$ cat config.mk
export PLATFORM = sky130hd
export DESIGN_NAME = estacao_reserva_r
export DESIGN_NICKNAME = d
export VERILOG_FILES = /design/src/rtl/estacao_reserva_r_pkg.sv /design/src/rtl/estacao_reserva_r_rs_slot.sv /design/src/rtl/estacao_reserva_r.sv
export SDC_FILE = /design/constraint.sdc
export NUM_CORES = 1
export LEC_CHECK = 0
export CAP_MARGIN = 20
export CORE_AREA = 2 2 229 141
export DETAILED_ROUTE_END_ITERATION = 6
export DIE_AREA = 0 0 231 143
export SLEW_MARGIN = 0
export SYNTH_ARGS = -nofsm -noshare
export SYNTH_HDL_FRONTEND = slang
export SYNTH_HIERARCHICAL = 1
export SYNTH_SLANG_ARGS = --single-unit
$ cat constraint.sdc
create_clock -name i_clk -period 3.2 [get_ports i_clk]
set_input_delay 0.64 -clock i_clk [delete_from_list [all_inputs] [get_ports i_clk]]
set_output_delay 0.64 -clock i_clk [all_outputs]
set_load 0.02 [all_outputs]
$ cat src/rtl/estacao_reserva_r_pkg.sv
// Shared definitions for the reservation station: widths, tag encoding,
// functional-unit op codes, dispatch FSM states and the CDB tag matcher.
package estacao_reserva_r_pkg;

    localparam int TAG_W  = 4;
    localparam int DATA_W = 16;
    localparam int OP_W   = 3;

    localparam logic [TAG_W-1:0] TAG_NONE = 4'd0;

    localparam logic [OP_W-1:0] UFOP_NOP = 3'b000;
    localparam logic [OP_W-1:0] UFOP_ADD = 3'b010;
    localparam logic [OP_W-1:0] UFOP_SUB = 3'b011;
    localparam logic [OP_W-1:0] UFOP_SLT = 3'b110;
    localparam logic [OP_W-1:0] UFOP_CMP = 3'b111;

    typedef enum logic [1:0] {
        ST_IDLE = 2'd0,
        ST_EXEC = 2'd1,
        ST_DONE = 2'd2
    } disp_state_t;

    // A broadcast satisfies a pending operand only for a real (nonzero) tag.
    function automatic logic tag_hit(input logic             cdb_valid,
                                     input logic [TAG_W-1:0] cdb_tag,
                                     input logic [TAG_W-1:0] q);
        return cdb_valid && (cdb_tag != TAG_NONE) && (cdb_tag == q);
    endfunction

endpackage

$ cat src/rtl/estacao_reserva_r_rs_slot.sv
// One reservation slot: takes an issued instruction, snoops the CDB for
// its pending operands and is released by the dispatcher.
module rs_slot
    import estacao_reserva_r_pkg::*;
(
    input  logic              i_clk,
    input  logic              i_rst,
    input  logic              i_issue_we,
    input  logic [OP_W-1:0]   i_op,
    input  logic [DATA_W-1:0] i_vj,
    input  logic [DATA_W-1:0] i_vk,
    input  logic [TAG_W-1:0]  i_qj,
    input  logic [TAG_W-1:0]  i_qk,
    input  logic              i_cdb_valid,
    input  logic [TAG_W-1:0]  i_cdb_tag,
    input  logic [DATA_W-1:0] i_cdb_data,
    input  logic              i_free,
    output logic              o_busy,
    output logic              o_ready,
    output logic [OP_W-1:0]   o_op,
    output logic [DATA_W-1:0] o_vj,
    output logic [DATA_W-1:0] o_vk
);
    logic              r_busy;
    logic [OP_W-1:0]   r_op;
    logic [DATA_W-1:0] r_vj;
    logic [DATA_W-1:0] r_vk;
    logic [TAG_W-1:0]  r_qj;
    logic [TAG_W-1:0]  r_qk;

    // Bypass hits use the incoming tags, snoop hits use the stored ones.
    logic w_iss_hit_j;
    logic w_iss_hit_k;
    logic w_snp_hit_j;
    logic w_snp_hit_k;

    assign w_iss_hit_j = tag_hit(i_cdb_valid, i_cdb_tag, i_qj);
    assign w_iss_hit_k = tag_hit(i_cdb_valid, i_cdb_tag, i_qk);
    assign w_snp_hit_j = tag_hit(i_cdb_valid, i_cdb_tag, r_qj);
    assign w_snp_hit_k = tag_hit(i_cdb_valid, i_cdb_tag, r_qk);

    // Slot storage: reset, then issue write (with CDB bypass), else free/snoop.
    always_ff @(posedge i_clk) begin
        if (i_rst) begin
            r_busy <= 1'b0;
            r_op   <= UFOP_NOP;
            r_vj   <= '0;
            r_vk   <= '0;
            r_qj   <= TAG_NONE;
            r_qk   <= TAG_NONE;
        end else if (i_issue_we) begin
            r_busy <= 1'b1;
            r_op   <= i_op;
            if (w_iss_hit_j) begin
                r_vj <= i_cdb_data;
                r_qj <= TAG_NONE;
            end else begin
                r_vj <= i_vj;
                r_qj <= i_qj;
            end
            if (w_iss_hit_k) begin
                r_vk <= i_cdb_data;
                r_qk <= TAG_NONE;
            end else begin
                r_vk <= i_vk;
                r_qk <= i_qk;
            end
        end else if (r_busy) begin
            if (i_free) begin
                r_busy <= 1'b0;
            end
            if (w_snp_hit_j) begin
                r_vj <= i_cdb_data;
                r_qj <= TAG_NONE;
            end
            if (w_snp_hit_k) begin
                r_vk <= i_cdb_data;
                r_qk <= TAG_NONE;
            end
        end
    end

    assign o_busy  = r_busy;
    assign o_ready = r_busy && (r_qj == TAG_NONE) && (r_qk == TAG_NONE);
    assign o_op    = r_op;
    assign o_vj    = r_vj;
    assign o_vk    = r_vk;

endmodule

$ cat src/rtl/estacao_reserva_r.sv
// Reservation station top: slot array, lowest-free issue encoder,
// lowest-ready selector and the IDLE/EXEC/DONE dispatch FSM that drives
// one functional unit.
module estacao_reserva_r
    import estacao_reserva_r_pkg::*;
#(
    parameter int               NUM_ENTRIES = 3,
    parameter logic [TAG_W-1:0] BASE_TAG    = 4'd1
) (
    input  logic              i_clk,
    input  logic              i_rst,
    input  logic              i_issue_valid,
    input  logic [OP_W-1:0]   i_issue_op,
    input  logic [DATA_W-1:0] i_issue_vj,
    input  logic [DATA_W-1:0] i_issue_vk,
    input  logic [TAG_W-1:0]  i_issue_qj,
    input  logic [TAG_W-1:0]  i_issue_qk,
    output logic              o_full,
    output logic [TAG_W-1:0]  o_issue_tag,
    input  logic              i_cdb_valid,
    input  logic [TAG_W-1:0]  i_cdb_tag,
    input  logic [DATA_W-1:0] i_cdb_data,
    output logic [DATA_W-1:0] o_op1,
    output logic [DATA_W-1:0] o_op2,
    output logic [OP_W-1:0]   o_ufop,
    output logic              o_ready_to_uf,
    output logic [TAG_W-1:0]  o_uf_tag,
    output logic              o_uf_clear,
    input  logic              i_uf_write_en
);
    localparam int IDX_W = (NUM_ENTRIES > 1) ? $clog2(NUM_ENTRIES) : 1;

    logic [NUM_ENTRIES-1:0] w_busy;
    logic [NUM_ENTRIES-1:0] w_ready;
    logic [NUM_ENTRIES-1:0] w_issue_we;
    logic [NUM_ENTRIES-1:0] w_free;
    logic [OP_W-1:0]        w_op [NUM_ENTRIES];
    logic [DATA_W-1:0]      w_vj [NUM_ENTRIES];
    logic [DATA_W-1:0]      w_vk [NUM_ENTRIES];

    logic                   w_full;
    logic [IDX_W-1:0]       w_free_idx;
    logic                   w_sel_valid;
    logic [IDX_W-1:0]       w_sel_idx;

    disp_state_t            r_state;
    disp_state_t            w_state_nxt;
    logic                   w_dispatch;
    logic [IDX_W-1:0]       r_exec_idx;
    logic [DATA_W-1:0]      r_op1;
    logic [DATA_W-1:0]      r_op2;
    logic [OP_W-1:0]        r_ufop;
    logic [TAG_W-1:0]       r_uf_tag;

    for (genvar g = 0; g < NUM_ENTRIES; g++) begin : g_slot
        assign w_issue_we[g] = i_issue_valid && !w_full && (w_free_idx == IDX_W'(g));

        rs_slot u_slot (
            .i_clk       (i_clk),
            .i_rst       (i_rst),
            .i_issue_we  (w_issue_we[g]),
            .i_op        (i_issue_op),
            .i_vj        (i_issue_vj),
            .i_vk        (i_issue_vk),
            .i_qj        (i_issue_qj),
            .i_qk        (i_issue_qk),
            .i_cdb_valid (i_cdb_valid),
            .i_cdb_tag   (i_cdb_tag),
            .i_cdb_data  (i_cdb_data),
            .i_free      (w_free[g]),
            .o_busy      (w_busy[g]),
            .o_ready     (w_ready[g]),
            .o_op        (w_op[g]),
            .o_vj        (w_vj[g]),
            .o_vk        (w_vk[g])
        );
    end

    // Lowest free slot and lowest ready slot, both from registered slot state.
    always_comb begin
        w_full      = 1'b1;
        w_free_idx  = '0;
        w_sel_valid = 1'b0;
        w_sel_idx   = '0;
        for (int i = NUM_ENTRIES - 1; i >= 0; i--) begin
            if (!w_busy[i]) begin
                w_full     = 1'b0;
                w_free_idx = IDX_W'(i);
            end
            if (w_ready[i]) begin
                w_sel_valid = 1'b1;
                w_sel_idx   = IDX_W'(i);
            end
        end
    end

    // Dispatch next-state: NOPs retire straight from IDLE, real ops go to the UF.
    always_comb begin
        w_state_nxt = r_state;
        w_dispatch  = 1'b0;
        w_free      = '0;
        case (r_state)
            ST_IDLE: begin
                if (w_sel_valid) begin
                    if (w_op[w_sel_idx] == UFOP_NOP) begin
                        w_free[w_sel_idx] = 1'b1;
                    end else begin
                        w_dispatch  = 1'b1;
                        w_state_nxt = ST_EXEC;
                    end
                end
            end
            ST_EXEC: begin
                if (i_uf_write_en) begin
                    w_state_nxt = ST_DONE;
                end
            end
            ST_DONE: begin
                w_free[r_exec_idx] = 1'b1;
                w_state_nxt        = ST_IDLE;
            end
            default: w_state_nxt = ST_IDLE;
        endcase
    end

    // Dispatch state register.
    always_ff @(posedge i_clk) begin
        if (i_rst) begin
            r_state <= ST_IDLE;
        end else begin
            r_state <= w_state_nxt;
        end
    end

    // Operand/op/tag latch toward the UF; held stable until the next dispatch.
    always_ff @(posedge i_clk) begin
        if (i_rst) begin
            r_exec_idx <= '0;
            r_op1      <= '0;
            r_op2      <= '0;
            r_ufop     <= UFOP_NOP;
            r_uf_tag   <= TAG_NONE;
        end else if (w_dispatch) begin
            r_exec_idx <= w_sel_idx;
            r_op1      <= w_vj[w_sel_idx];
            r_op2      <= w_vk[w_sel_idx];
            r_ufop     <= w_op[w_sel_idx];
            r_uf_tag   <= BASE_TAG + TAG_W'(w_sel_idx);
        end
    end

    assign o_full        = w_full;
    assign o_issue_tag   = w_full ? TAG_NONE : (BASE_TAG + TAG_W'(w_free_idx));
    assign o_op1         = r_op1;
    assign o_op2         = r_op2;
    assign o_ufop        = r_ufop;
    assign o_uf_tag      = r_uf_tag;
    assign o_ready_to_uf = (r_state == ST_EXEC);
    assign o_uf_clear    = (r_state == ST_DONE);

endmodule

==> out/metrics.csv <==
stage;metric;value;unit
sta;fmax;348;MHz
sta;finalCriticalPeriod;2.87;ns
place;place_congestion;0.869;
critical_path;cp-startpoint;g_slot[1].u_slot/r_qk[1];
yosys;synth_commonest_cells;nand2_1 (247), dfxtp_1 (174), a311oi_1 (96);
critical_path;worstSetupPathType;flip-flop to flip-flop;
detailed_routing;ant_nets;0;
floorplan;core_area;30800;um2
critical_path;critPathCapture;g_slot[1].u_slot/o_busy;
yosys;synthFlopType;dfxtp_1;
detailed_routing;route.detailed.drc;0;
sta;setup_viol;0;
detailed_routing;dr.pass1.iters;6;
power_and_ir_drop;p_per_area;423;nW/um2
clock_network;postCtsHoldBufs;0;
clock_network;post_cts_resized;0;
sta;clock_skew;0.00718;ns
power_and_ir_drop;power.total;0.00612;W
final_layout;antennaDiodeCount;0;
yosys;netlist_instances;1357;
power_and_ir_drop;switching_share;31.0;%
yosys;yosysTopAreaCell;dfxtp_1;
sta;tightest_slew;0.685;ns
clock_network;root_buffer;clkbuf_16;
floorplan;die_w;231;um
worst_hold_path;hp-class;flip-flop to flip-flop;
worst_hold_path;hold_path_depth;2;
critical_path;critPathArrivalTime;3.20;ns
yosys;yosys_warnings;6;
detailed_routing;drt_wl_total;42000;um
yosys;async_reset_ff_share;0;%
sta;period_share;89.8;%
clock_network;cts.sinks;174;
sta;finalSetupTns;0;ns
detailed_routing;drt-initial-drc-count;1606;
final_layout;nets;1480;
yosys;synth_area_leaders;dfxtp_1 (29%), a211oi_2 (9.3%), nand2_1 (7.6%), a311oi_1 (6.9%), mux2i_1 (6.2%);
clock_network;ctsLongestPathBuffers;2;
global_route;overflow;0;
floorplan;initial_core_util;39.6;%
clock_network;clk_latency;0.45;ns
floorplan;die-area;33000;um2
yosys;syn_avg_cell_area;8.97;um2
global_route;track_usage;25.2;%
place;placed_cell_area;13900;um2
critical_path;endpoint_kind;flip-flop;
yosys;ys_ff_latch;174;
yosys;synth_edf_count;0;
floorplan;fp-row-count;50;
clock_network;cts_tree;built;
power_and_ir_drop;ir_worst_vdd;0.429;mV
yosys;synth_cell_types;57;
yosys;synth_area;12200;um2
critical_path;crit_required;3.52;ns
power_and_ir_drop;leakagePower;4.88;nW
global_route;grt_pass1_wl;63500;um
place;hpwlAfterDp;28700;um
detailed_routing;viasPerCell;6.10;
clock_network;cts_setup_buffers;0;
critical_path;path_max_fanout;10;
detailed_routing;wl_per_cell;22.8;um
power_and_ir_drop;seqPwrFrac;38.8;%
run_status;outcome;completed;
critical_path;r2r_end;g_slot[1].u_slot/o_busy;
place;io_buffers;110;
final_layout;layout-drive-gt1-share;22.8;%
global_route;grt_max_degree;82;
power_and_ir_drop;pwr-share-comb;25.5;%
job;cap_violations;0;
critical_path;rrSetupSlack;0.33;ns
floorplan;die_h;143;um
final_layout;post-route-util;47.1;%
clock_network;htreeDepth;4;
power_and_ir_drop;net-switching-power;0.00190;W
critical_path;rr_startpoint;g_slot[1].u_slot/r_qk[1];
sta;hold_viol;0;
sta;slew_headroom;54.3;%
power_and_ir_drop;p_clk_share;35.7;%
sta;drv_slew;0;
global_route;grt_pass1_vias;10300;
sta;rsz0062_at_grt;false;
final_layout;area_growth_syn_to_layout;18.9;%
yosys;yosysSeqAreaShare;28.6;%
critical_path;r2r_cells;11;
global_route;antenna_found_initial;0;
yosys;synth_top_area_share;28.6;%
clock_network;clk_transition_reported_paths;0.07;ns
power_and_ir_drop;p_int;0.00422;W
critical_path;startpoint_type;flip-flop;
yosys;synth_most_common_cell;nand2_1;
detailed_routing;num_vias;11200;
final_layout;stdcell_area;14500;um2
clock_network;cts_buffers;17;
floorplan;ios;114;
power groups by stage:
stage	registers, W	clock network, W	logic, W
after floorplan	0.00242	0	0.000952
after global placement	0.00242	0	0.00151
after detailed placement	0.00242	0	0.00153
after CTS	0.00237	0.00221	0.00153
after global routing	0.00238	0.00230	0.00165
final	0.00238	0.00219	0.00156
cell usage in the layout, fill, tap and decap left out, drive strengths merged, types with 3 or more instances in the layout:
cell type and instances:
and3 3, inv 5, conb 3, xnor2 48
clkinv 4, nor4 6, o41a 3, o21a 6
a311oi 96, mux2 94, clkbuf 24, buf 83
o41ai 3, nand4 12, o21ai 38, nand3b 5
nand2 250, o211ai 51, and2 3, nor2b 50
nor3 4, and4 9, dfxtp 174, a21oi 32
nor2 17, a211oi 99, clkdlybuf4s50 109, bufinv 3
a31oi 90, nand2b 6, mux2i 75
metal layers:
metal,track usage (%),vias up,part of all wire [%]
met5,0,-,0
li1,-,5208,-
met1,39.2,5440,50
met2,33.3,519,38
met4,6.72,0,1.6
met3,6.65,50,10
sequential cells by signal, indices dropped and copies added (netlist names):
register / count
r_state: 2
g_slot.u_slot/r_qj: 12
g_slot.u_slot/o_vj: 48
r_exec_idx: 2
o_ufop: 3
o_uf_tag: 3
g_slot.u_slot/o_op: 9
o_op1: 16
g_slot.u_slot/r_qk: 12
o_op2: 16
g_slot.u_slot/o_busy: 3
g_slot.u_slot/o_vk: 48
logic make-up after synthesis:
| family | Yosys count | synth area share (%) |
|---|---|---|
| compound gates | 428 | 29.5 |
| xor+xnor | 48 | 3.45 |
| buf+inv | 163 | 8.09 |
| flops | 174 | 28.6 |
| mux | 169 | 15.8 |
| other cells | 1 | 0.0308 |
| simple gates | 374 | 14.6 |
critical path: stages (launching register included):
cell,delay (ns)
dfxtp_1,0.33
nor4_1,0.35
nand3b_1,0.13
nor4_2,0.21
buf_4,0.26
o21bai_1,0.13
a211oi_2,0.36
o31a_4,0.25
nand3_1,0.08
a21oi_1,0.40
nand2b_1,0.18
a21oi_1,0.06
through the flow:
stage               worst slack, ns  std cells  hold slack (ns)
CTS                           0.384       1840            0.462
global placement              0.232       1809            0.447
detailed placement            0.160       1809            0.454
finish                        0.328       1840            0.458
global route                  0.185       1840            0.483
floorplan                     0.717       1359            0.451
how the worst min path moves through the flow:
stage | slack [ns] | to | start
floorplan | 0.45 | g_slot[0].u_slot/o_op[0] | g_slot[0].u_slot/o_op[0]
global placement | 0.45 | o_op1[4] | o_op1[4]
detailed placement | 0.45 | o_op1[8] | o_op1[8]
CTS | 0.46 | o_op1[8] | o_op1[8]
global route | 0.48 | o_op1[7] | o_op1[7]
finish | 0.46 | o_op1[8] | o_op1[8]
final cells by class:
class / instances / area (um2)
Clock inverter: 7 / 110
Sequential cell: 174 / 3480
Multi-Input combinational cell: 1022 / 7790
Timing Repair Buffer: 192 / 2080
Inverter: 5 / 18.8
Fill cell: 2991 / 16300
Tap cell: 416 / 520
Clock buffer: 24 / 482
Power figures use the tool's default switching activity.
